### src/rtl/i2c_master_pkg.sv
// Shared I2C master definitions: state_master encodings, default bit timing
// and counter widths used by scl_generate and sda_generate.
package i2c_master_pkg;

  typedef enum logic [3:0] {
    ST_IDLE      = 4'd0,
    ST_READY     = 4'd1,
    ST_SEND_ADDR = 4'd2,
    ST_CHK_ACK_A = 4'd3,
    ST_WR_DATA   = 4'd4,
    ST_CHK_ACK_D = 4'd5,
    ST_RD_DATA   = 4'd6,
    ST_SEND_ACK  = 4'd7,
    ST_STOP      = 4'd8
  } state_master_e;

  localparam int ADDR_LEN_DEF        = 7;
  localparam int DATA_LEN_DEF        = 8;
  localparam int SETUP_SDA_START_DEF = 2;
  localparam int T_HD_STA_DEF        = 2;
  localparam int T_LOW_DEF           = 6;
  localparam int T_HIGH_DEF          = 4;
  localparam int STRETCH_MAX_DEF     = 64;

  localparam int CTRL_W = 7;
  localparam int CNT_W  = 4;

  // States in which the master is clocking bit periods on SCL.
  function automatic logic is_bit_state(input logic [3:0] st);
    return (st >= ST_SEND_ADDR) && (st <= ST_STOP);
  endfunction

  // States whose bit periods advance the bit counter.
  function automatic logic is_shift_state(input logic [3:0] st);
    return (st == ST_SEND_ADDR) || (st == ST_WR_DATA) || (st == ST_RD_DATA);
  endfunction

endpackage

### src/rtl/scl_stretch_mon.sv
// Clock-stretch monitor: synchronises the SCL pad, flags a slave holding SCL
// low during the high phase, and times out a stretch into a sticky bus error.
module scl_stretch_mon
  import i2c_master_pkg::*;
#(
  parameter int T_LOW       = T_LOW_DEF,
  parameter int STRETCH_MAX = STRETCH_MAX_DEF
) (
  input  logic              clk,
  input  logic              rst_n,
  input  logic              scl_in,
  input  logic              active,
  input  logic              clr_err,
  input  logic [CTRL_W-1:0] count_ctrl,
  input  logic              scl,
  output logic              stall,
  output logic              bus_error
);

  localparam int TMR_W = $clog2(STRETCH_MAX + 1);
  localparam logic [TMR_W-1:0]  TMR_LOAD = TMR_W'(STRETCH_MAX - 1);
  localparam logic [CTRL_W-1:0] CTRL_LOW = CTRL_W'(T_LOW);

  logic             sync1_q, scl_s_q;
  logic             release_q, release_d;
  logic             bus_error_q, bus_error_d;
  logic [TMR_W-1:0] tmr_q, tmr_d;
  logic             hold_seen;
  logic             tmr_tc;

  assign hold_seen = active && (count_ctrl >= CTRL_LOW) && scl && !scl_s_q;
  assign stall     = hold_seen && !release_q;
  assign tmr_tc    = (tmr_q == '0);
  assign bus_error = bus_error_q;

  always_comb begin
    tmr_d       = TMR_LOAD;
    release_d   = release_q;
    bus_error_d = bus_error_q;
    if (stall) begin
      if (tmr_tc) begin
        release_d   = 1'b1;
        bus_error_d = 1'b1;
      end else begin
        tmr_d = tmr_q - TMR_W'(1);
      end
    end
    // A timed-out stretch is ignored only until the next low phase begins.
    if (!active || (count_ctrl < CTRL_LOW)) release_d = 1'b0;
    if (clr_err) bus_error_d = 1'b0;
  end

  always_ff @(posedge clk or negedge rst_n) begin
    if (!rst_n) begin
      sync1_q     <= 1'b1;
      scl_s_q     <= 1'b1;
      release_q   <= 1'b0;
      bus_error_q <= 1'b0;
      tmr_q       <= TMR_LOAD;
    end else begin
      sync1_q     <= scl_in;
      scl_s_q     <= sync1_q;
      release_q   <= release_d;
      bus_error_q <= bus_error_d;
      tmr_q       <= tmr_d;
    end
  end

endmodule

### src/rtl/scl_generate.sv
// I2C master bit-timing engine: SCL generation, intra-bit and bit counters,
// and the single-clk phase events that pace the SDA/FSM block.
module scl_generate
  import i2c_master_pkg::*;
#(
  parameter int ADDR_LEN        = ADDR_LEN_DEF,
  parameter int DATA_LEN        = DATA_LEN_DEF,
  parameter int SETUP_SDA_START = SETUP_SDA_START_DEF,
  parameter int T_HD_STA        = T_HD_STA_DEF,
  parameter int T_LOW           = T_LOW_DEF,
  parameter int T_HIGH          = T_HIGH_DEF,
  parameter int STRETCH_MAX     = STRETCH_MAX_DEF
) (
  input  logic              clk,
  input  logic              rst_n,
  input  logic [3:0]        state_master,
  input  logic              rst_count,
  input  logic              rst_count_2,
  input  logic              scl_in,
  output logic              scl,
  output logic              scl_oe,
  output logic [CTRL_W-1:0] count_ctrl,
  output logic [CNT_W-1:0]  count,
  output logic              wait_for_sync,
  output logic              add_sent,
  output logic              data_sent,
  output logic              data_received,
  output logic              bus_error
);

  localparam logic [CTRL_W-1:0] CTRL_LAST     = CTRL_W'(T_LOW + T_HIGH - 1);
  localparam logic [CTRL_W-1:0] CTRL_LOW      = CTRL_W'(T_LOW);
  localparam logic [CTRL_W-1:0] CTRL_SYNC     = CTRL_W'(SETUP_SDA_START + T_HD_STA - 1);
  localparam logic [CTRL_W-1:0] CTRL_MAX      = '1;
  localparam logic [CNT_W-1:0]  CNT_ADDR_LAST = CNT_W'(ADDR_LEN);
  localparam logic [CNT_W-1:0]  CNT_DATA_LAST = CNT_W'(DATA_LEN - 1);

  logic [CTRL_W-1:0] count_ctrl_q, count_ctrl_d;
  logic [CNT_W-1:0]  count_q, count_d;
  logic              scl_q, scl_d;
  logic              in_idle, in_ready, in_bit, in_shift;
  logic              stall, last_clk, wrap;

  assign in_idle  = (state_master == ST_IDLE);
  assign in_ready = (state_master == ST_READY);
  assign in_bit   = is_bit_state(state_master);
  assign in_shift = is_shift_state(state_master);

  scl_stretch_mon #(
    .T_LOW       (T_LOW),
    .STRETCH_MAX (STRETCH_MAX)
  ) u_stretch (
    .clk        (clk),
    .rst_n      (rst_n),
    .scl_in     (scl_in),
    .active     (in_bit),
    .clr_err    (in_idle),
    .count_ctrl (count_ctrl_q),
    .scl        (scl_q),
    .stall      (stall),
    .bus_error  (bus_error)
  );

  assign last_clk = (count_ctrl_q == CTRL_LAST) && !stall;
  assign wrap     = in_bit && last_clk;

  always_comb begin
    count_ctrl_d = count_ctrl_q;
    if (rst_count) begin
      count_ctrl_d = '0;
    end else if (in_bit) begin
      if (!stall) count_ctrl_d = wrap ? '0 : count_ctrl_q + CTRL_W'(1);
    end else if (in_ready) begin
      if (count_ctrl_q != CTRL_MAX) count_ctrl_d = count_ctrl_q + CTRL_W'(1);
    end else begin
      count_ctrl_d = '0;
    end
  end

  always_comb begin
    count_d = count_q;
    if (rst_count_2)           count_d = '0;
    else if (wrap && in_shift) count_d = count_q + CNT_W'(1);
  end

  // scl is derived from the next count_ctrl so the two registers stay aligned;
  // a held count_ctrl during a stretch therefore also holds scl.
  always_comb begin
    scl_d = 1'b1;
    if (in_bit) scl_d = (count_ctrl_d >= CTRL_LOW);
  end

  always_ff @(posedge clk or negedge rst_n) begin
    if (!rst_n) begin
      count_ctrl_q <= '0;
      count_q      <= '0;
      scl_q        <= 1'b1;
    end else begin
      count_ctrl_q <= count_ctrl_d;
      count_q      <= count_d;
      scl_q        <= scl_d;
    end
  end

  assign scl        = scl_q;
  assign scl_oe     = ~scl_q;
  assign count_ctrl = count_ctrl_q;
  assign count      = count_q;

  assign wait_for_sync = in_ready && (count_ctrl_q == CTRL_SYNC);
  assign add_sent      = (state_master == ST_SEND_ADDR) && (count_q == CNT_ADDR_LAST) && last_clk;
  assign data_sent     = (state_master == ST_WR_DATA)   && (count_q == CNT_DATA_LAST) && last_clk;
  assign data_received = (state_master == ST_RD_DATA)   && (count_q == CNT_DATA_LAST) && last_clk;

endmodule
### config.mk
export PLATFORM = sky130hd
export DESIGN_NAME = scl_generate
export DESIGN_NICKNAME = d
export VERILOG_FILES = /design/src/rtl/i2c_master_pkg.sv /design/src/rtl/scl_stretch_mon.sv /design/src/rtl/scl_generate.sv
export SDC_FILE = /design/constraint.sdc
export NUM_CORES = 1
export LEC_CHECK = 0
export CAP_MARGIN = 20
export CORE_UTILIZATION = 40
export DETAILED_ROUTE_END_ITERATION = 7
export GPL_ROUTABILITY_DRIVEN = 0
export PLACE_DENSITY = 0.7
export SLEW_MARGIN = 5
export SYNTH_ARGS = -nofsm -noshare
export SYNTH_HDL_FRONTEND = slang
export SYNTH_HIERARCHICAL = 1
export SYNTH_SLANG_ARGS = --single-unit
### constraint.sdc
create_clock -name clk -period 6.8 [get_ports clk]
set_clock_uncertainty 0.1 [all_clocks]
set_input_delay 1.36 -clock clk [delete_from_list [all_inputs] [get_ports clk]]
set_output_delay 1.36 -clock clk [all_outputs]
set_load 0.005 [all_outputs]
### Word level (Yosys, flattened, before mapping)

Index checks and enable logic that the tools add are counted.

| operators by class | value |
|---|---|
| reduce and logical (&&, ||, !) cells | 31 |
| muxes and demuxes | 15 |
| equality and inequality tests | 8 |
| order comparisons | 5 |
| $add $sub $neg | 3 |
| bitwise logic cells | 1 |

Operators by type and width:

| cell | number |
|---|---|
| $mux W7 | 8 |
| $logic_and A1 B1 Y1 | 15 |
| $ge A7 B3 Y1 const B | 2 |
| $eq A4 B3 Y1 const B | 3 |
| $reduce_bool A2 Y1 | 5 |
| $mux W4 | 2 |
| $add A7 B1 Y7 const B | 1 |
| $eq A7 B2 Y1 const B | 1 |
| $eq A7 B4 Y1 const B | 1 |
| $logic_not A7 Y1 | 1 |
| $lt A7 B3 Y1 const B | 1 |
| $ne A7 B7 Y1 const B | 1 |
| $sub A7 B1 Y7 const B | 1 |
| $mux W1 | 5 |
| $add A4 B1 Y4 const B | 1 |
| $eq A4 B1 Y1 const B | 1 |
| $eq A4 B2 Y1 const B | 1 |
| $ge A4 B2 Y1 const B | 1 |
| $le A4 B4 Y1 const B | 1 |
| $logic_not A1 Y1 | 4 |
| $logic_not A4 Y1 | 1 |
| $reduce_and A2 Y1 | 2 |
| $logic_or A1 B1 Y1 | 3 |
| $not A1 Y1 | 1 |

| storage, ports and cells | value |
|---|---|
| register bits | 23 |
| bits of input ports | 9 |
| word-level logic and storage cells | 71 |

### Longest topological paths before layout

| depth | value |
|---|---|
| word-level depth | 15 |
| depth in mapped cells | 11 |

### Hierarchy

Netlist, hierarchy kept.

Modules (own cells, without submodules):

| module | cells each | area an instance (µm²) | instances |
|---|---|---|---|
| scl_generate | 111 | 950.9 | 1 |
| scl_stretch_mon | 45 | 520.5 | 1 |

### Worst setup path before layout

Ideal clock, no wire load.

| path | value |
|---|---|
| path kind | input port to output port |
| start | input state_master[0] |
| end | output data_received |
| arrival time | 3.278 ns |
| required time | 5.340 ns |
| stages on the path | 9 |
| setup slack | 2.062 ns |
| cells stage by stage | or4b_1 -> and2_1 -> inv_2 -> inv_1 -> a2111oi_4 -> buf_2 -> or3_1 -> nor4_1 -> and3_1 |

| on the way | value |
|---|---|
| cells in the longest elaborated chain, start to end | 9 |

RTL lines:

| element | line | source |
|---|---|---|
| start: declaration | scl_generate.sv:16 | `input logic [3:0] state_master,` |
| $ge A4 B2 Y1 or $le A4 B4 Y1 (tied branches) | i2c_master_pkg.sv:30 | `return (st >= ST_SEND_ADDR) && (st <= ST_STOP);` |
| $logic_and A1 B1 Y1 * | i2c_master_pkg.sv:30 |  |
| named net in_bit | scl_generate.sv:41 | `logic in_idle, in_ready, in_bit, in_shift;` |
| $logic_and A1 B1 Y1 * (3 in a row) | scl_stretch_mon.sv:31 | `assign hold_seen = active && (count_ctrl >= CTRL_LOW) && scl && !scl_s_q;` |
| $logic_and A1 B1 Y1 * | scl_stretch_mon.sv:32 | `assign stall = hold_seen && !release_q;` |
| named net stall | scl_generate.sv:42 | `logic stall, last_clk, wrap;` |
| $logic_not A1 Y1 * | -- |  |
| $logic_and A1 B1 Y1 * | scl_generate.sv:64 | `assign last_clk = (count_ctrl_q == CTRL_LAST) && !stall;` |
| $logic_and A1 B1 Y1 * | scl_generate.sv:113 | `assign data_received = (state_master == ST_RD_DATA) && (count_q == CNT_DATA_LAST) && last_clk;` |
| end: declaration | scl_generate.sv:27 | `output logic data_received,` |

Mark *: on every way through the listed nets, which the timed path passes. The rest lies on a longest branch.

### Final worst setup path

| path | value |
|---|---|
| start | input state_master[1] |
| end | output data_received |

Same word-level chain as after synthesis.

==> key figures <==
Outcome
  • Status: completed

Clock tree
  • H-tree levels: 1
  • Clk_lat worst skew: 0.27 ns
  • Clock transition at path regs: 0.08 ns
  • Resize count post-CTS: 0
  • Clk sinks: 23
  • TritonCTS clock tree: yes
  • # hold bufs at CTS: 0
  • Root Driver: clkbuf_8
  • Clk buf depth: 2
  • Num CTS Buffers: 3
  • Setup Buffers After CTS: 0

Logic synthesis
  • Yosys top cell area share: 0.2381
  • Post-synthesis async set-or-reset flop share: 1.000
  • Post-Synth XOR/XNOR Area: 0.05357
  • Syn Nets: 169
  • Largest family of logic cells by synthesized area: simple AND/OR/NAND/NOR gates
  • Post-synthesis cell type with the largest combined area: dfrtp_1
  • Complex-gate fraction of the synthesized area: 0.1837
  • Number of synthesized register bits: 23
  • Post-synth top flop: dfrtp_1
  • Synth unique cells: 55
  • Simple-Gate Fraction of Synth Area: 0.2534
  • Sequential fraction of the synthesis area: 0.3988
  • Post-Syn Instances: 156
  • Synth Area in Adders: 0.03401
  • Synthesized area per cell: 9.432 um^2
  • Post-synth EDFFs: 0
  • Mux contribution to synthesized area: 0.01361
  • Post-Syn Area: 1471 um^2
  • Synth area leaders: dfrtp_1 24%, dfstp_2 16%, xnor2_1 3.6%
  • Top-count cell post-synth: dfrtp_1
  • Post-synth top cells: 14 x dfrtp_1, 13 x inv_1, 12 x nand2_1, 12 x nor2_1, 9 x dfstp_2
  • Synth Warn #: 6

Timing
  • Worst rel slew slack: 0.5875
  • Max-slew violation count: 0
  • Tcrit/Tclk final: 0.8454
  • Final Hold Vio Count: 0
  • Fmax: 174.0 MHz
  • Final min period: 5.748 ns
  • TNS Setup: 0 ns
  • Endpoints failing setup: 0
  • RSZ-0062 raised after global routing: no
  • Worst Max-Slew Pin Slew: 0.6140 ns

Min path
  • Hold Startpoint: u_stretch/sync1_q
  • Hold EP: u_stretch/scl_s_q
  • Worst Hold Depth: 0
  • Min-Delay Path Class: reg2reg

Setup path
  • CP Class: in2out
  • CP Capture Type: output port
  • Crit path max fanout: 8
  • Worst Path Required: 5.34 ns
  • Critical path launch point type: input pin
  • Critical path's most frequent cell: clkdlybuf4s50_1
  • R2R setup slack: 4.29 ns
  • CP max stage delay: 0.52 ns
  • WP data arrival: 4.29 ns
  • Register-to-Register Path Depth: 6
  • Critical Path Source: state_master[1]
  • Slowest stage cell on the critical path: clkdlybuf4s50_1
  • FF-to-FF Start: count_ctrl[5]
  • Worst-path cell chain: clkdlybuf4s50_1 > o21bai_1 > and2_1 > inv_2 > inv_1 > a2111oi_4 > or3_1 > nor4_1 > and3_1 > clkdlybuf4s50_1
  • Reg2reg end: count_ctrl[3]

Finish
  • Final Instance Area: 1841 um^2
  • Final Util: 0.5347
  • Share of post-route cells with drive strength above 1: 0.1311
  • ANT cells: 0
  • Area Overhead vs Synth: 25.09%
  • Final net count: 197

GRT
  • Grt ovf: 0
  • Vias in the first global route: 1229
  • Pin count of the biggest net entering global routing: 24
  • Initial antenna violation count: 0
  • Total Routing Usage GR: 0.1862
  • First-pass GRT wire length: 5789 um

Power and ir drop
  • Max VDD drop: 0.1062 mV
  • Leakage power: 0.7328 nW
  • Pwr dens: 145.5 nW/um^2
  • Tot Pwr: 0.2678 mW

Floorplan
  • Starting density of the core: 0.4275
  • FP Rows: 21
  • Die ar.: 3925 um^2
  • Die W: 62.65 um
  • Chip height: 62.65 um
  • IO Count: 27
  • Core region area: 3442 um^2

Routing
  • Drt first pass iters: 4
  • Initial DRC Count: 121
  • Wire per inst: 14.49 um
  • Drt total wl: 3319 um
  • DRC violations left: 0
  • DR vias/cell: 5.638
  • Routed Antenna Nets: 0
  • Via count: 1291

Placed design
  • Detailed-placement wirelength estimate: 2478 um
  • Area after DPL: 1764 um^2
  • Input/output buffers: 26

Run
  • Max cap viols: 0
==> flip-flops by register name, indices dropped and copies added (netlist names) <==
| register | count |
|---|---|
| count_ctrl | 7 |
| u_stretch/scl_s_q | 1 |
| u_stretch/sync1_q | 1 |
| count | 4 |
| u_stretch/release_q | 1 |
| scl | 1 |
| u_stretch/bus_error | 1 |
| u_stretch/tmr_q | 7 |
==> through the flow <==
stage | std cells | setup WS, ns | hold WS [ns]
global placement | 224 | 1.193 | 0.2461
global route | 229 | 0.7823 | 0.2700
detailed placement | 224 | 1.074 | 0.2481
finish | 229 | 1.052 | 0.2600
CTS | 228 | 1.041 | 0.2608
floorplan | 156 | 2.062 | 0.2452
==> critical path: cells and delay by family <==
kind                   cells  cell delay, ns
AO/OA/AOI/OAI              2            0.42
buffers and inverters      4            1.25
AND/OR/NAND/NOR            4            1.24
==> cell usage in the layout (no fill, tap or decap), types with 2 or more instances in the layout <==
cell / count
dfstp_2: 9
dfrtp_1: 14
and3_1: 4
nand2b_1: 2
a211oi_1: 2
o211ai_1: 6
or3_1: 3
o21ai_0: 4
buf_4: 2
mux2i_1: 2
nor3_1: 4
nand4_1: 2
nor4_1: 3
xor2_1: 3
nand3_1: 6
a21boi_0: 2
nand2_1: 12
xnor2_1: 6
a21oi_1: 4
ha_1: 4
nor3b_1: 2
nor4b_1: 2
clkdlybuf4s50_1: 26
clkbuf_8: 3
nor2_1: 12
inv_1: 13
a41oi_1: 2
==> kinds of logic after synthesis <==
| group | after synthesis |
|---|---|
| AND/OR/NAND/NOR | 63 |
| AO/OA/AOI/OAI | 35 |
| flip-flops | 23 |
| buffers and inverters | 20 |
| XOR/XNOR | 9 |
| adder cells (fa/ha/maj) | 4 |
| multiplexers | 2 |
==> cell type report <==
cell class                      instances  area (um^2)
Inverter                               14        52.55
Clock buffer                            3        41.29
Sequential cell                        23        586.8
Timing Repair Buffer                   29        302.8
Clock inverter                          1        7.507
Fill cell                             314         1602
Multi-Input combinational cell        113        792.0
Tap cell                               46        57.56
==> report_power, final <==
part / switching, mW / total (mW) / internal (mW)
sequential: 0.00479 / 0.145 / 0.140
combinational: 0.0178 / 0.0355 / 0.0177
clock: 0.0456 / 0.0871 / 0.0414
==> worst max-delay path by stage <==
stage / endpoint / slack, ns / cells after the start
after detailed placement: data_received / 1.07 / 10
after CTS: data_received / 1.04 / 10
after global routing: data_received / 0.78 / 10
after global placement: data_sent / 1.19 / 10
after floorplan: data_received / 2.06 / 9
final: data_received / 1.05 / 10
==> layer usage <==
layer | vias to the layer above | global-route usage | part of all wire
met2 | 65 | 0.2962 | 0.46
li1 | 624 | - | -
met1 | 598 | 0.2561 | 0.46
met4 | 0 | 0.06395 | 0.0078
met5 | - | 0 | 0
met3 | 4 | 0.02920 | 0.066
Note: power is estimated with default switching activity, not from simulation.
